## src/rtl/kbd_cmd_sequencer.sv

```systemverilog
// kbd_cmd_sequencer: buffers released-key scancodes in a small FIFO, decodes
// them into cursor/glyph/colour editor state and issues one draw command per
// recognised key to the renderer over a valid/ready handshake.
module kbd_cmd_sequencer #(
    parameter int FIFO_DEPTH = 4,
    parameter int COLS       = 16,
    parameter int ROWS       = 12,
    parameter int XW         = 4,
    parameter int YW         = 4
) (
    input  logic                          clk,
    input  logic                          reset,
    input  logic                          key_valid,
    input  logic [7:0]                    key_code,
    output logic                          cmd_valid,
    input  logic                          cmd_ready,
    output logic [XW-1:0]                 cmd_x,
    output logic [YW-1:0]                 cmd_y,
    output logic [1:0]                    cmd_char,
    output logic [2:0]                    cmd_colour,
    output logic [XW-1:0]                 cur_x,
    output logic [YW-1:0]                 cur_y,
    output logic [1:0]                    cur_char,
    output logic [2:0]                    cur_colour,
    output logic [$clog2(FIFO_DEPTH):0]   fifo_count,
    output logic                          overflow
);
    localparam int AW = $clog2(FIFO_DEPTH);
    localparam logic [AW:0]   DEPTH_C = (AW+1)'(FIFO_DEPTH);
    localparam logic [XW-1:0] X_MAX   = XW'(COLS - 1);
    localparam logic [YW-1:0] Y_MAX   = YW'(ROWS - 1);
    localparam logic [XW-1:0] X_ONE   = XW'(1);
    localparam logic [YW-1:0] Y_ONE   = YW'(1);

    localparam logic [1:0] S_IDLE   = 2'd0;
    localparam logic [1:0] S_DECODE = 2'd1;
    localparam logic [1:0] S_ISSUE  = 2'd2;

    logic [7:0]    mem [FIFO_DEPTH];
    logic [AW-1:0] wr_ptr_reg, rd_ptr_reg;
    logic [AW:0]   count_reg;
    logic          overflow_reg;
    logic [7:0]    code_reg;
    logic [1:0]    state_reg;

    logic [XW-1:0] cur_x_reg, cmd_x_reg, x_next;
    logic [YW-1:0] cur_y_reg, cmd_y_reg, y_next;
    logic [1:0]    cur_char_reg, cmd_char_reg, char_next;
    logic [2:0]    cur_colour_reg, cmd_colour_reg, colour_next;
    logic          known_next;

    logic fifo_full, pop_en, push_en;

    // Keyboard cannot be stalled: a push into a full FIFO is only accepted when
    // the FSM frees a slot in the same cycle, otherwise the event is dropped.
    assign fifo_full = (count_reg == DEPTH_C);
    assign pop_en    = (state_reg == S_IDLE) && (count_reg != '0);
    assign push_en   = key_valid && (!fifo_full || pop_en);

    // Event storage; no reset so it maps onto plain RAM, read is registered into code_reg.
    always_ff @(posedge clk) begin
        if (push_en)
            mem[wr_ptr_reg] <= key_code;
    end

    // FIFO pointers, occupancy and sticky overflow flag.
    always_ff @(posedge clk or posedge reset) begin
        if (reset) begin
            wr_ptr_reg   <= '0;
            rd_ptr_reg   <= '0;
            count_reg    <= '0;
            overflow_reg <= 1'b0;
        end else begin
            if (push_en)
                wr_ptr_reg <= wr_ptr_reg + 1'b1;
            if (pop_en)
                rd_ptr_reg <= rd_ptr_reg + 1'b1;
            if (push_en && !pop_en)
                count_reg <= count_reg + 1'b1;
            else if (pop_en && !push_en)
                count_reg <= count_reg - 1'b1;
            if (key_valid && !push_en)
                overflow_reg <= 1'b1;
        end
    end

    // Decode the popped scancode into the next live state; unknown codes leave it alone.
    always_comb begin
        x_next      = cur_x_reg;
        y_next      = cur_y_reg;
        char_next   = cur_char_reg;
        colour_next = cur_colour_reg;
        known_next  = 1'b1;
        case (code_reg)
            8'h2B: char_next = 2'd0;
            8'h15: char_next = 2'd1;
            8'h33: char_next = 2'd2;
            8'h22: char_next = 2'd3;
            8'h2D: colour_next = 3'b100;
            8'h34: colour_next = 3'b010;
            8'h32: colour_next = 3'b001;
            8'h1D: colour_next = 3'b111;
            8'h43: y_next = (cur_y_reg == '0)    ? Y_MAX : cur_y_reg - Y_ONE;
            8'h42: y_next = (cur_y_reg == Y_MAX) ? '0    : cur_y_reg + Y_ONE;
            8'h3B: x_next = (cur_x_reg == '0)    ? X_MAX : cur_x_reg - X_ONE;
            8'h4B: x_next = (cur_x_reg == X_MAX) ? '0    : cur_x_reg + X_ONE;
            default: known_next = 1'b0;
        endcase
    end

    // Sequencer FSM: pop, decode/update live state and snapshot command, then hold until accepted.
    always_ff @(posedge clk or posedge reset) begin
        if (reset) begin
            state_reg      <= S_IDLE;
            code_reg       <= '0;
            cur_x_reg      <= '0;
            cur_y_reg      <= '0;
            cur_char_reg   <= '0;
            cur_colour_reg <= 3'b111;
            cmd_x_reg      <= '0;
            cmd_y_reg      <= '0;
            cmd_char_reg   <= '0;
            cmd_colour_reg <= '0;
        end else begin
            case (state_reg)
                S_IDLE: begin
                    if (pop_en) begin
                        code_reg  <= mem[rd_ptr_reg];
                        state_reg <= S_DECODE;
                    end
                end
                S_DECODE: begin
                    if (known_next) begin
                        cur_x_reg      <= x_next;
                        cur_y_reg      <= y_next;
                        cur_char_reg   <= char_next;
                        cur_colour_reg <= colour_next;
                        cmd_x_reg      <= x_next;
                        cmd_y_reg      <= y_next;
                        cmd_char_reg   <= char_next;
                        cmd_colour_reg <= colour_next;
                        state_reg      <= S_ISSUE;
                    end else begin
                        state_reg <= S_IDLE;
                    end
                end
                S_ISSUE: begin
                    if (cmd_ready)
                        state_reg <= S_IDLE;
                end
                default: state_reg <= S_IDLE;
            endcase
        end
    end

    assign cmd_valid  = (state_reg == S_ISSUE);
    assign cmd_x      = cmd_x_reg;
    assign cmd_y      = cmd_y_reg;
    assign cmd_char   = cmd_char_reg;
    assign cmd_colour = cmd_colour_reg;
    assign cur_x      = cur_x_reg;
    assign cur_y      = cur_y_reg;
    assign cur_char   = cur_char_reg;
    assign cur_colour = cur_colour_reg;
    assign fifo_count = count_reg;
    assign overflow   = overflow_reg;

endmodule

```

## config.mk

```make
export PLATFORM = sky130hd
export DESIGN_NAME = kbd_cmd_sequencer
export DESIGN_NICKNAME = d
export VERILOG_FILES = /design/src/rtl/kbd_cmd_sequencer.sv
export SDC_FILE = /design/constraint.sdc
export NUM_CORES = 1
export LEC_CHECK = 0
export ABC_CLOCK_PERIOD_IN_PS = 4420
export CAP_MARGIN = 20
export CELL_PAD_IN_SITES_DETAIL_PLACEMENT = 0
export CELL_PAD_IN_SITES_GLOBAL_PLACEMENT = 1
export CORE_ASPECT_RATIO = 0.6
export CORE_MARGIN = 8
export CORE_UTILIZATION = 48
export DETAILED_ROUTE_END_ITERATION = 16
export PLACE_DENSITY = 0.83
export SLEW_MARGIN = 20
export SYNTH_ARGS = -nofsm -noshare
export SYNTH_HDL_FRONTEND = slang
export SYNTH_SLANG_ARGS = --single-unit
```

## constraint.sdc

```tcl
create_clock -name clk -period 4.42 [get_ports clk]
set_input_delay 0.884 -clock clk [delete_from_list [all_inputs] [get_ports clk]]
set_output_delay 0.884 -clock clk [all_outputs]
set_load 0.005 [all_outputs]
```

# == Yosys cells after proc, flatten, opt, wreduce, memory -nomap -nowiden ==
# Memory sizes are Yosys's and may differ from the RTL's. A register that Yosys moved wholly into a read port is not among the register bits.
# Cells that the tools add are included.
# op_classes
add_sub_neg,8
eq_ne,19
n_mux,17
n_reduce_logical,24
# ops
operator,n
"equality test 8 x 6 -> 1 bit, second input constant",7
"equality test 8 x 7 -> 1 bit, second input constant",3
"equality test 8 x 5 -> 1 bit, second input constant",2
2-to-1 mux 4 bit,4
case mux 4 bit (2 select lines),2
case mux 3 bit (4 select lines),1
OR reduction 12 bit,1
AND reduction 3 bit,3
"adder 4 x 1 -> 4 bit, second input constant",2
"equality test 4 bit, second input constant",2
zero test 4 bit,2
case mux 2 bit (4 select lines),1
"subtractor 4 x 1 -> 4 bit, second input constant",2
2-to-1 mux 2 bit,3
2-to-1 mux 3 bit,2
case mux 2 bit (3 select lines),1
AND reduction 2 bit,3
nonzero test 2 bit,3
logical AND 1 bit,5
"adder 2 x 1 -> 2 bit, second input constant",2
nonzero test 4 bit,1
"adder 3 x 1 -> 3 bit, second input constant",1
"equality test 3 bit, second input constant",1
zero test 1 bit,3
9 further kinds,11
# word_totals
regBits,26
ram_bits,32
inputBits,12
output_inout_bits,31
wordCells,79
n_memories,1
# mem_list
name,words,width,read_ports,rd_clocked_by_memory_dff,wr,line_no,source
mem,4,8,1,1,1,39,logic [7:0] mem [FIFO_DEPTH];

# == Depth between registers and ports, before layout ==
# Gate-level depths: netlist (run 1).
# depth
depth_word,8
mapped_depth,10
mapped_depth_nobuf,9

# == Worst setup path after synthesis (run 1) ==
# Ideal clock, no wire load.
# synth_timing
path_kind,register -> register
startpoint,"register count_reg[0], in the netlist fifo_count[0]"
endpoint,"register count_reg[1], in the netlist fifo_count[1]"
setup_ns,0.125
arrival_ns,2.106
required_ns,4.295
setup_slack_ns,2.189
stages_incl_launch_ff,9
path_buffers,1
synth_period_minus_slack_ns,2.231
cell_sequence,dfrtp_1 -> nor3_1 -> nor3_1 -> clkbuf_1 -> inv_1 -> ha_1 -> inv_1 -> fa_1 -> mux2_2
# synth_between
elab_chain_cells,7
# synth_rtl
element,line_no,source
start: declaration,41,logic [AW:0] count_reg;
start signal: assignment,79,count_reg <= count_reg + 1'b1;
start signal: assignment,81,count_reg <= count_reg - 1'b1;
branches (longest 7 deep; another with subtractor 3 x 1 -> 3 bit),n/a,
# Parallel ways; which one is timed is not known. The select of a mux whose other input is x is not followed.
# A chain may end at the register's enable or synchronous reset.

# == Final worst setup path (run 1) ==
# layout_timing
startpoint,input key_valid
endpoint,"register count_reg[2], in the netlist fifo_count[2]"
# layout_between
elab_chain_cells,4
# layout_rtl
element,line_no,source
start: declaration,13,"input logic key_valid,"
logical AND 1 bit *,58,assign push_en = key_valid && (!fifo_full || pop_en);
via push_en,52,"logic fifo_full, pop_en, push_en;"
zero test 1 bit,80,else if (pop_en && !push_en)
logical AND 1 bit,80,
nonzero test 2 bit (no source line),n/a,
# The timed path passes the listed nets; every way through them passes the cells marked *.

==> results of run 1 <==
==> critical path, cell delays in order <==
cell and delay (ns):
clkdlybuf4s50_1 0.54, and2_0 0.28, ha_1 0.24, inv_1 0.06
fa_1 0.37, xor2_1 0.17, nor2_1 0.11, xor2_1 0.14
==> area by class of cell <==
cell class,instances,share of cell area
inverters,14,0.0131
repair buffers,44,0.109
well taps,87,0.0272
clock buffers,16,0.0786
flip-flops and latches,66,0.454
multi-input cells,158,0.318
==> logic make-up after synthesis <==
| family | Yosys count | synth area share |
|---|---|---|
| flops | 66 | 0.556 |
| simple gates | 64 | 0.113 |
| compound gates | 48 | 0.0926 |
| buf+inv | 35 | 0.0555 |
| mux | 24 | 0.110 |
| xor+xnor | 11 | 0.0295 |
| fa+ha+maj | 11 | 0.0444 |
==> cell usage in the layout (no fill, tap or decap), types with 2 or more instances in the layout <==
cell type        count
o31ai_1              4
buf_4                2
o21bai_1             2
ha_1                10
or3_1                2
dfstp_2              3
nor2b_1              5
a31oi_1              2
o22ai_1              2
clkbuf_16           11
nor3_1               9
clkbuf_8             2
mux4_2               8
o211ai_1             2
nand2b_1             2
clkdlybuf4s50_1     42
nand2_1             13
nor2_1               6
or4_1                2
mux2_2              15
nor3b_1              2
o21ai_0             17
dfrtp_1             31
nand3_1              7
xor2_1               7
xnor2_1              4
a21oi_1             10
and3_1               5
clkbuf_1             3
inv_1               14
edfxtp_1            32
nand4b_1             2
o21ai_1              2
==> metal layers <==
| layer | share of wire | wire [um] | GRT usage |
|---|---|---|---|
| met1 | 0.50 | 3320 | 0.208 |
| met2 | 0.42 | 2770 | 0.197 |
| met3 | 0.060 | 391 | 0.0494 |
| met4 | 0.014 | 93 | 0.0580 |
| met5 | 0 | 0 | 0 |
==> through the flow <==
stage | setup WS, ns | utilization | hold WS [ns]
final | 1.88 | 0.604 | 0.477
after global routing | 1.74 | 0.604 | 0.527
after CTS | 1.90 | 0.604 | 0.483
after detailed placement | 1.55 | 0.557 | 0.468
after global placement | 1.64 | 0.557 | 0.461
after floorplan | 2.19 | - | 0.468
==> worst max-delay path by stage <==
stage	from	to
after floorplan	fifo_count[0]$_DFFE_PP0P_	fifo_count[1]$_DFFE_PP0P_
after global placement	key_valid	fifo_count[2]$_DFFE_PP0P_
after detailed placement	key_valid	fifo_count[2]$_DFFE_PP0P_
after CTS	key_valid	fifo_count[2]$_DFFE_PP0P_
after global routing	key_valid	fifo_count[2]$_DFFE_PP0P_
final	key_valid	fifo_count[2]$_DFFE_PP0P_
==> power groups by stage <==
stage                     clock network, mW  registers [mW]  logic [mW]
final                                 0.721            1.12       0.983
after global routing                  0.767            1.16        1.09
after CTS                             0.734            1.12       0.995
after detailed placement                  0            1.12       0.983
after global placement                    0            1.12       0.964
after floorplan                           0           0.989       0.763
==> out/qor.yml, run 1 <==
status:
  status: "finished clean"
power:
  p_comb_frac: 0.348
  clock_power_share: 0.256
  sw_frac_of_total: 0.328
  leakagePower_nw: 1.55
  p_int_mw: 1.90
  power_mw: 2.82
  powerDensity_mw_per_mm2: 706
  power_switching_mw: 0.924
  vdd_drop_max_v: 0.000403
  seq_power_share: 0.396
grt:
  grt_overflow_total: 0
  grt_pass1_vias: 2049
  grt_pass1_wl_mm: 10.8
  antenna_found_initial: 0
  track_usage: 0.146
  grt_max_degree: 35
cells_and_area:
  antenna_cells: 0
  fin_area_mm2: 0.00400
  regArea_mm2: 0.00182
  area_growth_pct: 22.3
  drive_above_1_share: 0.151
  multi_input_area_mm2: 0.00127
  nFillCells: 521
  nets: 316
  largest_register_ffs: 32
  stdcell_count: 385
sta:
  finalMaxSlewViolations: 0
  worst_pin_slew_ns: 0.773
  setup_viol: 0
  post-route-period-util: 0.575
  fmax_ghz: 0.394
  worst_clock_skew_ns: 0.00359
  fin_tns_setup_ns: 0
  period_minus_slack_ns: 2.54
  rsz0062_at_grt: "false"
  maxSlewHeadroom: 0.477
  final-hold-violation-count: 0
place:
  io_buffer_count: 42
  gp_congestion: 0.763
  dp.cells: 369
  place_area_mm2: 0.00368
  dp_hpwl_mm: 4.65
critical_path:
  r2r-start: "code_reg[4]$_DFFE_PP0P_"
  cp.arrival_ns: 2.79
  path_class: "input port to register"
  worst-r2r-setup-slack_ns: 2.13
  critPathLaunchType: "input port"
  required_ns: 4.67
  reg2reg_to: "cmd_colour[2]$_DFFE_PP0P_"
  rr_worst_depth: 5
  cp_max_fo: 6
  cp-end-kind: "register"
logic_synthesis:
  ys_ff_latch: 66
  yosys.area.top_type: "edfxtp_1"
  syn-cell-area_mm2: 0.00327
  synth_edf_count: 32
  ys_warn_count: 0
  synth.avg_cell_area_um2: 12.6
  ys.flop_type: "edfxtp_1"
  synth_cell_types: 49
  synth_most_common_cell: "edfxtp_1"
  synth_top_area_frac: 0.294
  synth-async-reset-ratio: 0.515
  synth_nets: 282
  ys_top_cells_by_count: "edfxtp_1 (32), dfrtp_1 (31), o21ai_0 (17)"
  ys_seq_area_frac: 0.556
  synthTopCellsByArea: "edfxtp_1 (29%), dfrtp_1 (24%), mux4_2 (5.5%), mux2_2 (5.2%), ha_1 (3.8%)"
  synth_cells: 259
min_path:
  min_to: "overflow$_DFFE_PP0P_"
  hp-class: "register to register"
  hp-start: "overflow$_DFFE_PP0P_"
  whs_path_depth: 1
routing:
  viasPerCell: 5.48
  drtAntennaViolNets: 0
  wl_per_cell_um: 17.1
  vias: 2111
  firstDrtPassIters: 4
  wl_mm: 6.57
  drtIter0Drc: 155
  drc: 0
floorplanning:
  die_area_mm2: 0.00979
  initial_core_util: 0.494
  core_mm2: 0.00662
  die_y_um: 79.9
  num_io_pins: 43
  rows: 23
  die_x_um: 123
clock_network:
  cts-root-buf: "clkbuf_16"
  holdBufCountCts: 0
  clockBufferDepth: 2
  clk_pin_slew_ns: 0.05
  htreeDepth: 3
  postCtsSetupBuffers: 0
  cts.sinks: 66
  insertion_delay_ns: 0.33
  cts_tree: "built"
  cts-resized-gates: 0
  cts_made_buffers: 9
flow_run:
  cap_violations: 0
No activity file was read; power rests on OpenSTA's default activity.
==> run 2: changes to the inputs <==
- ABC_CLOCK_PERIOD_IN_PS: 4420 -> 2500
- CORE_UTILIZATION: 48 -> 44
- PLACE_DENSITY: 0.83 -> 0.77
- clock period: 4.42 -> 2.5 ns (I/O delays scaled with it)
==> out/qor.yml, run 2 (synthesized netlist as in run 1, its figures left out) <==
routing:
  firstDrtPassIters: 4
  wl_mm: 6.54
  drtAntennaViolNets: 0
  drtIter0Drc: 150
  wl_per_cell_um: 16.1
  viasPerCell: 5.21
  vias: 2119
  drc: 0
clock_network:
  cts-root-buf: "clkbuf_16"
  cts_tree: "built"
  holdBufCountCts: 0
  htreeDepth: 3
  cts-resized-gates: 0
  cts_made_buffers: 9
  insertion_delay_ns: 0.32
  clockBufferDepth: 2
  clk_pin_slew_ns: 0.05
  cts.sinks: 66
  postCtsSetupBuffers: 0
flow_run:
  cap_violations: 0
critical_path:
  critPathLaunchType: "register"
  required_ns: 2.70
  cp_max_fo: 11
  path_class: "register to register"
  cp-end-kind: "register"
  cp.arrival_ns: 2.30
floorplanning:
  die_x_um: 127
  die_y_um: 82.8
  die_area_mm2: 0.0105
  initial_core_util: 0.452
  core_mm2: 0.00724
  rows: 24
  num_io_pins: 43
cells_and_area:
  layout_commonest_cell: "clkdlybuf4s50_1"
  final_util: 0.554
  largest_register_ffs: 32
  drive_above_1_share: 0.162
  multi_input_area_mm2: 0.00127
  nFillCells: 631
  final_cell_mix: "clkdlybuf4s50_1 (42), edfxtp_1 (32), dfrtp_1 (31), o21ai_0 (17), mux2_2 (15)"
  nets: 321
  antenna_cells: 0
  area_growth_pct: 22.7
  regArea_mm2: 0.00182
power:
  powerDensity_mw_per_mm2: 1210
  vdd_drop_max_v: 0.000696
  power_mw: 4.87
  leakagePower_nw: 1.54
sta:
  post-route-period-util: 0.839
  worst_clock_skew_ns: 0.00372
  fmax_ghz: 0.477
  setup_viol: 0
  worst_hold_slack_ns: 0.475
  finalMaxSlewViolations: 0
  maxSlewHeadroom: 0.591
  rsz0062_at_grt: "false"
  fin_tns_setup_ns: 0
  layout_setup_ws_ns: 0.402
  worst_pin_slew_ns: 0.614
  period_minus_slack_ns: 2.10
  final-hold-violation-count: 0
grt:
  grt_pass1_wl_mm: 10.5
  grt_pass1_vias: 2003
  antenna_found_initial: 0
  grt_overflow_total: 0
  grt_max_degree: 35
  track_usage: 0.131
status:
  status: "finished clean"
place:
  gp_congestion: 0.777
  io_buffer_count: 42
  preCtsSetupSlack_ns: 0.114
  dp_hpwl_mm: 4.60
min_path:
  hp-class: "register to register"
## run 2: worst max-delay path: stages (launching register included)
cell	delay (ns)
dfrtp_1	0.51
or3b_1	0.46
or4_1	0.58
a31oi_1	0.21
mux2_2	0.18
a21oi_2	0.03
## run 2: worst paths after layout
path | startpoint | end | slack, ns | cells past startpoint
setup reg to reg | code_reg[4]$_DFFE_PP0P_ | cmd_y[0]$_DFFE_PP0P_ | 0.40 | 5
setup / recovery | code_reg[4]$_DFFE_PP0P_ | cmd_y[0]$_DFFE_PP0P_ | 0.40 | 5
hold / removal | overflow$_DFFE_PP0P_ | overflow$_DFFE_PP0P_ | 0.48 | 1
hold reg to reg | overflow$_DFFE_PP0P_ | overflow$_DFFE_PP0P_ | 0.48 | 1
min in group asynchronous | reset | cmd_colour[1]$_DFFE_PP0P_ | 0.57 | 3
max in group asynchronous | reset | cur_colour[0]$_DFFE_PP1P_ | 1.58 | 3
## run 2: cell type report
| cell class | instances | area share |
|---|---|---|
| clock buffer | 13 | 0.0624 |
| clock inverter | 3 | 0.00406 |
| inverter | 14 | 0.0131 |
| multi-input combinational | 158 | 0.317 |
| sequential | 66 | 0.453 |
| tap | 104 | 0.0325 |
| timing repair buffer | 49 | 0.118 |
## run 2: layer usage
metal | GRT usage | share of wire
met2 | 0.177 | 0.43
met3 | 0.0500 | 0.070
met5 | 0 | 0
met4 | 0.0531 | 0.0073
met1 | 0.184 | 0.49
## run 2: stage by stage
step | std cells | area [um2]
2_1_floorplan | 259 | 3270
3_3_place_gp | 391 | 3740
3_5_place_dp | 391 | 3740
4_1_cts | 407 | 4010
5_1_grt | 407 | 4010
6_report | 407 | 4010
## run 2: where the power goes
group          internal (mW)  leakage, nW  switching, mW  total, mW
registers               1.51        0.712          0.443       1.95
logic                   1.03        0.703          0.763       1.79
clock network          0.693        0.127          0.429       1.12
==> run 3: changes to the inputs <==
- ABC_CLOCK_PERIOD_IN_PS: 2500 -> 2200
- clock period: 2.5 -> 2.2 ns (I/O delays scaled with it)
==> out/qor.yml, run 3 (synthesized netlist as in run 1, its figures left out) <==
floorplanning:
  rows: 24
  die_x_um: 127
  die_area_mm2: 0.0105
  initial_core_util: 0.452
  die_y_um: 82.8
  num_io_pins: 43
  core_mm2: 0.00724
sta:
  post-route-period-util: 0.939
  worst_clock_skew_ns: 0.00762
  fmax_ghz: 0.484
  rsz0062_at_grt: "false"
  maxSlewHeadroom: 0.570
  worst_pin_slew_ns: 0.639
  period_minus_slack_ns: 2.07
  finalMaxSlewViolations: 0
  worst_hold_slack_ns: 0.471
  setup_viol: 0
  fin_tns_setup_ns: 0
  final-hold-violation-count: 0
place:
  dp_hpwl_mm: 4.82
  place_area_mm2: 0.00376
  dp.cells: 394
  io_buffer_count: 42
  gp_congestion: 0.825
power:
  power_mw: 5.66
  seq_power_share: 0.381
  powerDensity_mw_per_mm2: 1400
  p_int_mw: 3.78
  power_switching_mw: 1.88
  vdd_drop_max_v: 0.000563
  leakagePower_nw: 1.57
  p_comb_frac: 0.378
  clock_power_share: 0.241
  sw_frac_of_total: 0.332
grt:
  grt_pass1_vias: 2138
  antenna_found_initial: 0
  grt_pass1_wl_mm: 11.3
  track_usage: 0.141
  grt_max_degree: 35
  grt_overflow_total: 0
critical_path:
  crit_path_start: "code_reg[4]$_DFFE_PP0P_"
  cp.arrival_ns: 2.27
  rr_worst_depth: 5
  required_ns: 2.40
  cp_max_fo: 11
  r2r-start: "code_reg[4]$_DFFE_PP0P_"
  critPathLaunchType: "register"
  cp-end-kind: "register"
  path_class: "register to register"
  worst-r2r-setup-slack_ns: 0.13
  max_stage_delay_ns: 0.58
  crit_slowest_cell: "or4_1"
  endpoint: "cmd_y[0]$_DFFE_PP0P_"
  crit_chain: "or3b_1 > or4_1 > a31oi_1 > mux2_2 > a21oi_2"
  reg2reg_to: "cmd_y[0]$_DFFE_PP0P_"
cells_and_area:
  final_cell_mix: "clkdlybuf4s50_1 (42), edfxtp_1 (32), dfrtp_1 (31), o21ai_0 (17), mux2_2 (15)"
  largest_register_ffs: 32
  drive_above_1_share: 0.176
  nets: 324
  area_growth_pct: 24.1
  antenna_cells: 0
  stdcell_count: 410
  layout_commonest_cell: "clkdlybuf4s50_1"
  fin_area_mm2: 0.00406
routing:
  wl_per_cell_um: 16.3
  drtIter0Drc: 153
  vias: 2127
  drtAntennaViolNets: 0
  viasPerCell: 5.19
  wl_mm: 6.69
  firstDrtPassIters: 5
  drc: 0
clock_network:
  cts.sinks: 66
  postCtsSetupBuffers: 0
  cts_tree: "built"
  clockBufferDepth: 2
  htreeDepth: 3
  insertion_delay_ns: 0.32
  cts-root-buf: "clkbuf_16"
  clk_pin_slew_ns: 0.05
  cts_made_buffers: 9
min_path:
  hp-class: "register to register"
flow_run:
  cap_violations: 0
status:
  status: "finished clean"
run 3: cell count changes in the layout (fill, tap and decap cells not counted), sizes merged:
| cell | before | now |
|---|---|---|
| clkinvlp | 1 | 2 |
| buf | 7 | 10 |
| bufinv | 0 | 1 |
| clkbuf | 13 | 10 |
| clkinv | 2 | 3 |
run 3: metrics by stage:
stage | setup WS, ns | util
after floorplan | 0.0784 | -
after global placement | 0.0446 | 0.520
after detailed placement | -0.0564 | 0.520
after CTS | 0.140 | 0.560
after global routing | 0.00711 | 0.561
final | 0.134 | 0.561
run 3: layout make-up:
class	count	area [um2]
multi-input cells	158	1280
clock inverters	6	57.6
clock buffers	10	229
inverters	14	52.6
flip-flops and latches	66	1820
fillers	623	3180
repair buffers	52	495
well taps	104	130
run 3: metal layers:
| metal | GRT usage | part of all wire | wire length, um |
|---|---|---|---|
| met4 | 0.0637 | 0.016 | 106 |
| met1 | 0.186 | 0.49 | 3260 |
| met3 | 0.0596 | 0.073 | 485 |
| met2 | 0.201 | 0.42 | 2840 |
| met5 | 0 | 0 | 0 |
run 3: worst min-delay path by stage:
stage                          from                   end  slack (ns)  cells after the start
2_1_floorplan  overflow$_DFFE_PP0P_  overflow$_DFFE_PP0P_        0.47                      1
3_3_place_gp   overflow$_DFFE_PP0P_  overflow$_DFFE_PP0P_        0.46                      1
3_5_place_dp   overflow$_DFFE_PP0P_  overflow$_DFFE_PP0P_        0.47                      1
4_1_cts        overflow$_DFFE_PP0P_  overflow$_DFFE_PP0P_        0.48                      1
5_1_grt        overflow$_DFFE_PP0P_  overflow$_DFFE_PP0P_        0.51                      1
6_report       overflow$_DFFE_PP0P_  overflow$_DFFE_PP0P_        0.47                      1
run 3: worst max-delay path: cells and delay by family, from the launching register on:
kind,cells,cell delay (ns)
simple gates,2,1.04
compound gates,2,0.22
flops,1,0.51
mux,1,0.17
run 3: power by group through the flow:
stage                     Sequential [mW]  Clock, mW  Combinational [mW]
after CTS                            2.16       1.38                2.17
after global placement               2.17          0                2.11
after detailed placement             2.18          0                2.15
after global routing                 2.24       1.45                2.38
final                                2.16       1.37                2.14
after floorplan                      1.99          0                1.54
run 3: what timing repair did:
action | 4_1_cts | 5_1_grt
endpoints found under the setup margin | 0 | 3
resized for setup | 0 | 1
hold buffers | 0 | 0
